File: src/rtl/pin_conditioner_pkg.sv
// rtl/pin_conditioner_pkg.sv - shared defaults, register addresses and debounce state type
package pin_conditioner_pkg;

  localparam int DATA_WIDTH_DEF      = 8;
  localparam int DEBOUNCE_CYCLES_DEF = 4;

  localparam logic [7:0] PCMSKA_ADDR = 8'h6B;
  localparam logic [7:0] PCMSKB_ADDR = 8'h6C;
  localparam logic [7:0] PCIFR_ADDR  = 8'h3B;

  typedef enum logic {
    ST_STABLE   = 1'b0,
    ST_COUNTING = 1'b1
  } db_state_e;

endpackage

File: src/rtl/pin_debounce_bit.sv
// rtl/pin_debounce_bit.sv - one-bit synchronizer plus debounce counter and state machine
module pin_debounce_bit
  import pin_conditioner_pkg::*;
#(
  parameter int DEBOUNCE_CYCLES = DEBOUNCE_CYCLES_DEF
) (
  input  logic clk,
  input  logic reset,
  input  logic pin_raw,
  input  logic ddr,
  output logic clean,
  output logic accept
);

  localparam int CW = $clog2(DEBOUNCE_CYCLES + 1);
  localparam logic [CW-1:0] LAST = CW'(DEBOUNCE_CYCLES - 1);

  logic          sync1;
  logic          sync2;
  logic [CW-1:0] count;
  db_state_e     state;

  // count is 0 in STABLE, so a single differing sample is accepted at once when DEBOUNCE_CYCLES is 1
  assign accept = !ddr && (sync2 != clean) && (count == LAST);

  always_ff @(posedge clk or negedge reset) begin
    if (!reset) begin
      sync1 <= 1'b0;
      sync2 <= 1'b0;
      clean <= 1'b0;
      count <= '0;
      state <= ST_STABLE;
    end else begin
      sync1 <= pin_raw;
      sync2 <= sync1;
      if (ddr) begin
        // clean takes the value sync2 is being loaded with, so it tracks sync2 exactly
        clean <= sync1;
        count <= '0;
        state <= ST_STABLE;
      end else if (sync2 == clean) begin
        count <= '0;
        state <= ST_STABLE;
      end else if (count == LAST) begin
        clean <= sync2;
        count <= '0;
        state <= ST_STABLE;
      end else begin
        count <= count + CW'(1);
        state <= ST_COUNTING;
      end
    end
  end

endmodule

File: src/rtl/pin_conditioner.sv
// rtl/pin_conditioner.sv - per-pin debounce array with sticky pin-change flags and interrupt
module pin_conditioner
  import pin_conditioner_pkg::*;
#(
  parameter int DATA_WIDTH      = DATA_WIDTH_DEF,
  parameter int DEBOUNCE_CYCLES = DEBOUNCE_CYCLES_DEF
) (
  input  logic                  clk,
  input  logic                  reset,
  input  logic [DATA_WIDTH-1:0] pin_raw,
  input  logic [DATA_WIDTH-1:0] ddr,
  input  logic [DATA_WIDTH-1:0] pcmsk,
  input  logic                  irq_ack,
  output logic [DATA_WIDTH-1:0] pin_clean,
  output logic [DATA_WIDTH-1:0] pc_bits,
  output logic                  irq
);

  logic [DATA_WIDTH-1:0] accept;
  logic [DATA_WIDTH-1:0] change_event;

  for (genvar i = 0; i < DATA_WIDTH; i++) begin : g_bit
    pin_debounce_bit #(
      .DEBOUNCE_CYCLES(DEBOUNCE_CYCLES)
    ) u_bit (
      .clk    (clk),
      .reset  (reset),
      .pin_raw(pin_raw[i]),
      .ddr    (ddr[i]),
      .clean  (pin_clean[i]),
      .accept (accept[i])
    );
  end

  assign change_event = accept & pcmsk;

  // new events are OR-ed in after the acknowledge clear, so a simultaneous event survives
  always_ff @(posedge clk or negedge reset) begin
    if (!reset) begin
      pc_bits <= '0;
      irq     <= 1'b0;
    end else begin
      pc_bits <= (irq_ack ? '0 : pc_bits) | change_event;
      irq     <= (irq_ack ? 1'b0 : irq) | (|change_event);
    end
  end

endmodule

File: config.mk
export PLATFORM = sky130hd
export DESIGN_NAME = pin_conditioner
export DESIGN_NICKNAME = d
export VERILOG_FILES = /design/src/rtl/pin_conditioner_pkg.sv /design/src/rtl/pin_debounce_bit.sv /design/src/rtl/pin_conditioner.sv
export SDC_FILE = /design/constraint.sdc
export NUM_CORES = 1
export LEC_CHECK = 0
export CAP_MARGIN = 20
export CORE_ASPECT_RATIO = 1.4
export CORE_MARGIN = 4
export CORE_UTILIZATION = 66
export DETAILED_ROUTE_END_ITERATION = 16
export DONT_BUFFER_PORTS = 1
export GPL_TIMING_DRIVEN = 0
export PLACE_DENSITY = 0.8
export SLEW_MARGIN = 30
export SYNTH_ARGS = -nofsm -noshare
export SYNTH_HDL_FRONTEND = slang
export SYNTH_SLANG_ARGS = --single-unit
File: constraint.sdc
create_clock -name clk -period 2.3 [get_ports clk]
set_clock_uncertainty 0.05 [all_clocks]
set_input_delay 0.345 -clock clk [delete_from_list [all_inputs] [get_ports clk]]
set_output_delay 0.345 -clock clk [all_outputs]
set_load 0.02 [all_outputs]
==> flow_summary.ini, run 1 <==
[synthesis]
synth_top_family_by_area = simple AND/OR/NAND/NOR gates
synthXorXnorAreaFrac_pct = 3.46
ys_ff_latch = 57
synth_mux_area_share_pct = 3.57
avgSynthCellArea_um2 = 13.0
synth_cells = 172
synthesis.nets = 207
synth-edff-count = 0
yosys_most_used_dff = dfrtp_1
synth_fa_ha_area_share_pct = 4.47
synth-async-reset-ratio_pct = 100
ys_warn_count = 0
netlist_area_um2 = 2240
yosysUniqueCellTypes = 30
yosysSeqAreaShare_pct = 63.7
synth_compound_area_share_pct = 4.86
synthSimpleGateAreaFrac_pct = 15.8

[finish]
final_cells = 237
n_fill_cell = 178
multi_input_area_um2 = 721
antenna_cells = 0
layout-drive-gt1-share_pct = 14.1
final_nets = 228
regArea_um2 = 1430
area_growth_pct = 16.8

[drt]
antenna_left = 0
num_vias = 1388
drt_iter0_drc = 49
drcViolationCount = 0
dr.pass1.iters = 3
vias_per_cell = 5.86
drt-wirelength-per-cell_um = 17.1
routed_wl_mm = 4.06

[critical_path]
startpoint_type = flop
timing.critical_path.required_ns = 2.48
cp.arrival_ns = 1.76
end_kind = flop
crit_fanout = 3
path_class = flop to flop
rr_worst_depth = 5

[place]
pre_cts_slack_ns = 0.742
place.port_buffers = 0
gp_congestion = 0.887
dpl.cell_count = 211
dp_hpwl_mm = 2.81

[power_and_ir_drop]
pwr-share-clk_pct = 43.3
vdd_drop_max_mv = 0.834
p_switching_w = 0.000506
power_frac_comb_pct = 7.9
p_leak_nw = 1.25
intPower_w = 0.00174
pwr_density_cell_nw_per_um2 = 857
finalPower_w = 0.00224
swShare_pct = 22.6
seqPwrFrac_pct = 48.9

[die]
die_x_um = 57.2
row_count = 24
top_level_ports = 44
coreArea_um2 = 3180
initial_utilization_pct = 70.4
die_h_um = 76.9
die-area_um2 = 4400

[timing]
fin_setup_tns_ns = 0
setup_violations = 0
fin_crit_ns = 1.58
rsz0062_at_grt = false
fin_crit_sh_pct = 68.6
worst_slack_ns = 0.723
relSlewSlack_pct = 64.7
drv_slew = 0
tightest_slew_ns = 0.523
hold_viol_final = 0
fmax_ghz = 0.634

[global_route]
grt_pass1_vias = 1598
grt_use_total_pct = 21.4
grt_antenna_before_repair = 0
grt_max_degree = 58
grt-ovfl-total = 0
grt_pass1_wl_mm = 7.14

[clocking]
numCtsBuffers = 9
htree_levels = 3
cts-root-buf = clkbuf_8
cts.path.max_buffers = 2
cts_tree = yes
post_cts_resized = 0
cts.clk_slew.worst_paths_ns = 0.06
worstSkewPairLatency_ns = 0.32
cts.sinks = 57
postCtsSetupBuffers = 0

[status]
outcome = finished clean

[hold_path]
whs_path_depth = 1
hold_path.class = input port to flop

[run]
cap_violations = 0
[final timing paths]
| kind | startpoint | to | slack (ns) |
|---|---|---|---|
| setup / recovery | g_bit[6].u_bit.count[0] | irq | 0.72 |
| hold / removal | ddr[6] | g_bit[6].u_bit.count[1] | 0.04 |
| setup reg to reg | g_bit[6].u_bit.count[0] | irq | 0.72 |
| hold reg to reg | g_bit[7].u_bit.sync1 | g_bit[7].u_bit.sync2 | 0.32 |
| max in group asynchronous | reset | g_bit[0].u_bit.count[1] | 1.46 |
| min in group asynchronous | reset | g_bit[3].u_bit.count[0] | 0.50 |
[placed cells by master, fill, tap and decap left out]
master / count
a311oi_1: 1
dlygate4sd3_1: 9
nand4b_1: 4
nor4_1: 3
xnor2_2: 1
nor4bb_1: 1
bufinv_16: 2
dfrtp_1: 57
and2_1: 2
nand2b_1: 5
nor4b_1: 4
xnor2_1: 3
and4_1: 1
nor2b_1: 4
and3_1: 1
buf_16: 1
nor3b_1: 7
nor2_1: 6
ha_1: 8
a21o_1: 1
nand2_1: 9
xor2_1: 4
o2111ai_1: 1
and2b_1: 3
o21ai_0: 13
nor3_1: 4
clkinv_2: 5
buf_4: 8
nand3_1: 1
inv_1: 9
nor4b_2: 1
mux2i_1: 8
a21o_2: 1
a32o_1: 1
clkbuf_8: 9
[what timing repair did]
action	4_1_cts	5_1_grt
hold endpoints to repair	65	0
hold buffers	10	0
endpoints found under the setup margin	0	0
[per-layer routing]
layer  GRT usage, %  vias up  wire (um)
li1               -      632          -
met1           24.4      703       1550
met2           35.8       42       2160
met3           6.72       11        261
met4           10.2        0         89
met5              0        -          0
[sequential cells by signal (all words and copies together) (netlist names)]
register,count
g_bit.u_bit.count,24
g_bit.u_bit.clean,8
g_bit.u_bit.sync1,8
g_bit.u_bit.sync2,8
pc_bits,8
irq,1
[power groups by stage]
stage          combinational (W)  sequential (W)  clock (W)
6_report                0.000176         0.00110   0.000970
5_1_grt                 0.000199         0.00110    0.00105
4_1_cts                 0.000178         0.00110   0.000987
3_5_place_dp            0.000139         0.00111          0
3_3_place_gp            0.000128         0.00111          0
2_1_floorplan           0.000119         0.00110          0
[critical path, cell delays in order (launching register included)]
cell	delay, ns
dfrtp_1	0.35
ha_1	0.18
and2b_1	0.19
nor4bb_1	0.52
a311oi_1	0.11
o2111ai_1	0.11
[area by class of cell]
class                           instances  share of cell area (%)
Buffer                                  8                    2.30
Clock buffer                            9                    4.73
Clock inverter                          7                    3.25
Inverter                                9                    1.29
Multi-Input combinational cell         98                    27.5
Sequential cell                        57                    54.5
Tap cell                               39                    1.87
Timing Repair Buffer                   10                    4.50
[stage by stage]
step                      utilization (%)  area (um2)  hold slack (ns)
after floorplan                         -        2240        -0.000591
after CTS                            82.2        2620           0.0209
after global placement               71.9        2290         0.000676
final                                82.2        2620           0.0370
after global routing                 82.2        2620           0.0205
after detailed placement             71.9        2290         0.000687
[Yosys cell counts, types with 2 or more instances]
cell type | n | area share [%]
nor3_1 | 4 | 0.89
and2b_1 | 3 | 1.0
nor4b_1 | 4 | 1.6
xor2_1 | 4 | 1.6
nor3b_1 | 7 | 2.3
nand4b_1 | 4 | 1.6
ha_1 | 8 | 4.5
buf_4 | 8 | 2.7
nand2_1 | 9 | 1.5
nand2b_1 | 5 | 1.4
xnor2_1 | 3 | 1.2
inv_1 | 9 | 1.5
nor2b_1 | 4 | 1.1
o21ai_0 | 13 | 2.9
and2_1 | 2 | 0.56
nor4_1 | 3 | 0.84
mux2i_1 | 8 | 3.6
dfrtp_1 | 57 | 64
nor2_1 | 6 | 1.0
[logic make-up (layout without fill, tap and decap cells)]
logic type / Yosys count / count (layout)
adders and majority gates: 8 / 8
DFF: 57 / 57
and+or+nand+nor: 56 / 56
buffers and inverters: 17 / 43
muxes: 8 / 8
AOI/OAI and AO/OA: 18 / 18
xor gates and xnor gates: 8 / 8
No activity file was read; power rests on OpenSTA's default activity.
==> inputs of run 2 (changes only) <==
- CORE_UTILIZATION: 66 -> 55
- PLACE_DENSITY: 0.8 -> 0.71
- clock period: 2.3 -> 1.34 ns (I/O delays scaled with it)
==> flow_summary.ini, run 2 (same netlist as run 1, synthesis figures left out) <==
[global_route]
grt-ovfl-total = 0
grt_antenna_before_repair = 0
grt_pass1_wl_mm = 6.52
grt_use_total_pct = 17.7
grt_pass1_vias = 1457
grt_max_degree = 58

[drt]
antenna_left = 0
dr.pass1.iters = 2
num_vias = 1378
drcViolationCount = 0
routed_wl_mm = 4.00
drt-wirelength-per-cell_um = 15.7
drt_iter0_drc = 50
vias_per_cell = 5.43

[critical_path]
crit_fanout = 2
slowest_stage = dfrtp_1
startpoint_type = flop
slowest_delay_ns = 0.38
timing.critical_path.required_ns = 1.49
crit_end = irq
rr_worst_depth = 5
r2r-end = irq
cp.arrival_ns = 1.59
end_kind = flop
cp_cell_sequence = ha_2 -> and2b_2 -> nor4bb_4 -> a311oi_2 -> o2111ai_1
r2r_start = g_bit[6].u_bit.count[0]
cp-startpoint = g_bit[6].u_bit.count[0]
rrSetupSlack_ns = -0.1
path_class = flop to flop

[status]
failed_checks = negative hold slack, negative setup slack
outcome = finished with violations

[clocking]
htree_levels = 3
cts.path.max_buffers = 2
postCtsHoldBufs = 18
cts.sinks = 57
numCtsBuffers = 9
cts_tree = yes
cts.clk_slew.worst_paths_ns = 0.06
worstSkewPairLatency_ns = 0.33
cts-root-buf = clkbuf_8

[die]
die-area_um2 = 5170
coreArea_um2 = 3920
die_h_um = 83.5
die_x_um = 61.9
initial_utilization_pct = 57.2
top_level_ports = 44
row_count = 27

[place]
place.port_buffers = 0
pre_cts_slack_ns = -0.231
gp_congestion = 0.679
dp_hpwl_mm = 2.78

[timing]
tightest_slew_ns = 0.328
rsz0062_at_grt = true
hold_slack_ns = -0.489
fin_crit_ns = 1.44
relSlewSlack_pct = 78.0
setup_violations = 2
worst_slack_ns = -0.0978
fin_setup_tns_ns = -0.156
drv_slew = 0
fin_crit_sh_pct = 107
fmax_ghz = 0.695
hold_viol_final = 58

[power_and_ir_drop]
vdd_drop_max_mv = 1.09
pwr_density_cell_nw_per_um2 = 1300
p_leak_nw = 1.29

[finish]
utilization_pct = 69.8
final_cell_mix = dfrtp_1, dlygate4sd3_1, buf_4, o21ai_0, clkbuf_8
largest_reg_flops = 24
final_common_cell = dfrtp_1
regMostFlops = g_bit.u_bit.count
layout-drive-gt1-share_pct = 19.0
antenna_cells = 0
area_growth_pct = 22.1
final_nets = 241
n_fill_cell = 295

[hold_path]
hold_path.class = input port to async pin

[run]
cap_violations = 0
==> run 2: cell count changes in the layout (fill, tap and decap cells not counted), sizes merged <==
cell         before  now
dlygate4sd3       9   18
bufinv            2    0
clkbuf            9   13
clkinv            5    3
buf               9   13
==> run 2: cell type report <==
type	count	area (um2)	area share, %
plain buffers	8	60.1	2.20
inverters	9	33.8	1.24
repair buffers	23	221	8.10
multi-input cells	98	766	28.0
flip-flops and latches	57	1430	52.2
clock inverters	3	15.0	0.549
clock buffers	13	159	5.81
well taps	43	53.8	1.97
==> run 2: power by group <==
group | total, W | switching [W] | internal, W
clock network | 0.00137 | 0.000609 | 0.000762
registers | 0.00188 | 0.0000674 | 0.00181
logic | 0.000305 | 0.000146 | 0.000159
total | 0.00356 | 0.000822 | 0.00274
==> run 2: worst min-delay path by stage <==
stage	from	endpoint	slack [ns]	cells after the start
after CTS	reset	g_bit[5].u_bit.sync2	-0.51	0
after global routing	reset	pc_bits[1]	-0.52	0
after global placement	reset	g_bit[2].u_bit.count[0]	-0.14	0
after floorplan	reset	g_bit[0].u_bit.clean	-0.14	0
final	reset	pc_bits[1]	-0.49	0
after detailed placement	reset	g_bit[2].u_bit.count[2]	-0.14	0
==> run 2: metal layers <==
layer	GRT usage (%)	wire length, um	part of all wire, %	up-vias
met4	8.69	85	2.1	0
met1	18.5	1410	35	678
met2	28.1	2230	56	33
met3	8.82	271	6.8	6
li1	-	-	-	661
met5	0	0	0	-
==> run 2: through the flow <==
step           power [W]  cell area [um2]  instances
5_1_grt          0.00374             2740        254
3_5_place_dp     0.00215             2290        215
6_report         0.00356             2740        254
2_1_floorplan    0.00210             2240        172
3_3_place_gp     0.00212             2290        215
4_1_cts          0.00361             2700        252
==> run 2: worst max-delay path, delay by kind of cell, from the launching register on <==
| family | cells | cell delay (ns) |
|---|---|---|
| adders and majority gates | 1 | 0.19 |
| and+or+nand+nor | 2 | 0.35 |
| DFF | 1 | 0.38 |
| AOI/OAI and AO/OA | 2 | 0.34 |
==> run 2: timing repair <==
action / CTS / global route
setup buffers: 3 / 2
setup endpoints to repair: 2 / 9
resized for setup: 6 / 8
hold endpoints to repair: 89 / 57
pin swaps: 4 / 5
==> inputs of run 3 (changes only) <==
- CELL_PAD_IN_SITES_DETAIL_PLACEMENT: unset -> 0
- CELL_PAD_IN_SITES_GLOBAL_PLACEMENT: unset -> 1
- CORE_UTILIZATION: 55 -> 44
==> flow_summary.ini, run 3 (same netlist as run 1, synthesis figures left out) <==
[status]
outcome = finished with violations
failed_checks = negative hold slack, negative setup slack

[place]
dpl.cell_count = 236
dp_hpwl_mm = 2.85
gp_congestion = 0.668
pre_cts_slack_ns = -0.264
place.port_buffers = 0

[critical_path]
cp.arrival_ns = 1.61
r2r_start = g_bit[0].u_bit.count[0]
startpoint_type = flop
timing.critical_path.required_ns = 1.48
cp-startpoint = g_bit[0].u_bit.count[0]
end_kind = flop
crit_fanout = 4
path_class = flop to flop

[timing]
fin_crit_ns = 1.47
hold_slack_ns = -0.490
fmax_ghz = 0.679
rsz0062_at_grt = true
drv_slew = 0
tightest_slew_ns = 0.389
fin_crit_sh_pct = 110
setup_violations = 2
relSlewSlack_pct = 74.0
worst_slack_ns = -0.132
hold_viol_final = 57

[finish]
final_common_cell = dfrtp_1
antenna_cells = 0
final_nets = 245
n_fill_cell = 406
area_growth_pct = 27.9
utilization_pct = 58.7
layout-drive-gt1-share_pct = 21.4
final_cells = 279
final_cell_mix = dfrtp_1, dlygate4sd3_1, buf_4, o21ai_0, clkbuf_8
regArea_um2 = 1430
regMostFlops = g_bit.u_bit.count
largest_reg_flops = 24
multi_input_area_um2 = 773

[power_and_ir_drop]
pwr_density_cell_nw_per_um2 = 1440
p_leak_nw = 1.34
vdd_drop_max_mv = 1.21

[global_route]
grt_pass1_vias = 1494
grt_antenna_before_repair = 0
grt-ovfl-total = 0
grt_max_degree = 58
grt_pass1_wl_mm = 6.73
grt_use_total_pct = 14.9

[clocking]
worstSkewPairLatency_ns = 0.33
cts.path.max_buffers = 2
numCtsBuffers = 9
cts.sinks = 57
cts-root-buf = clkbuf_8
cts_tree = yes
htree_levels = 3
postCtsHoldBufs = 19
cts.clk_slew.worst_paths_ns = 0.07

[die]
die_h_um = 92.4
row_count = 30
die_x_um = 68.3
coreArea_um2 = 4880
top_level_ports = 44
initial_utilization_pct = 45.9
die-area_um2 = 6320

[hold_path]
hold_path.class = input port to async pin

[drt]
drt-wirelength-per-cell_um = 14.8
routed_wl_mm = 4.14
dr.pass1.iters = 4
drcViolationCount = 0
antenna_left = 0
vias_per_cell = 5.06
num_vias = 1411
drt_iter0_drc = 45

[run]
cap_violations = 0
## run 3: changes by cell type in the layout (fill, tap and decap cells not counted), sizes merged
| cell | before | now |
|---|---|---|
| buf | 13 | 16 |
| bufinv | 0 | 3 |
| clkbuf | 13 | 10 |
| dlygate4sd3 | 18 | 19 |
## run 3: final cells by class
| type | count | share of cell area (%) |
|---|---|---|
| Multi-Input combinational cell | 98 | 27.0 |
| Tap cell | 64 | 2.79 |
| Clock inverter | 6 | 3.67 |
| Timing Repair Buffer | 27 | 8.73 |
| Buffer | 8 | 2.10 |
| Sequential cell | 57 | 49.8 |
| Inverter | 9 | 1.18 |
| Clock buffer | 10 | 4.80 |
## run 3: stage by stage
stage | hold WS (ns) | TNS (ns) | total power, W | instance area (um2)
after detailed placement | -0.143 | -0.321 | 0.00215 | 2320
after global routing | -0.518 | -0.315 | 0.00430 | 2870
after CTS | -0.522 | -0.188 | 0.00419 | 2820
after global placement | -0.143 | -0.273 | 0.00212 | 2320
after floorplan | -0.145 | -0.0415 | 0.00210 | 2240
final | -0.490 | -0.156 | 0.00413 | 2870
## run 3: per-layer routing
metal	vias up	routed length, um	GRT usage [%]
li1	666	-	-
met1	695	1570	15.9
met2	38	2150	23.6
met3	12	300	6.55
met4	0	111	8.62
met5	-	0	0
## run 3: worst max-delay path: stages, from the launching register on
cell	delay (ns)
dfrtp_1	0.39
ha_1	0.22
and2b_1	0.21
nand4b_1	0.14
and4_1	0.22
o2111ai_1	0.11
## run 3: what timing repair did
action,in CTS,in global routing
buffers inserted,4,4
hold endpoints to repair,89,57
endpoints found under the setup margin,2,8
gates resized for setup,5,9
pin swaps,4,5
## run 3: final timing paths
path | endpoint | slack, ns | cells after the start
min reg2reg | g_bit[2].u_bit.sync2 | 0.32 | 0
max | irq | -0.13 | 5
min | g_bit[0].u_bit.count[1] | -0.49 | 0
max reg2reg | irq | -0.13 | 5
max in group asynchronous | g_bit[6].u_bit.count[1] | 1.63 | 0
min in group clk | irq | 0.03 | 2
## run 3: power breakdown
group	total [W]	switching, W	internal [W]
sequential	0.00188	0.0000658	0.00181
combinational	0.000316	0.000149	0.000167
clock	0.00193	0.000658	0.00127
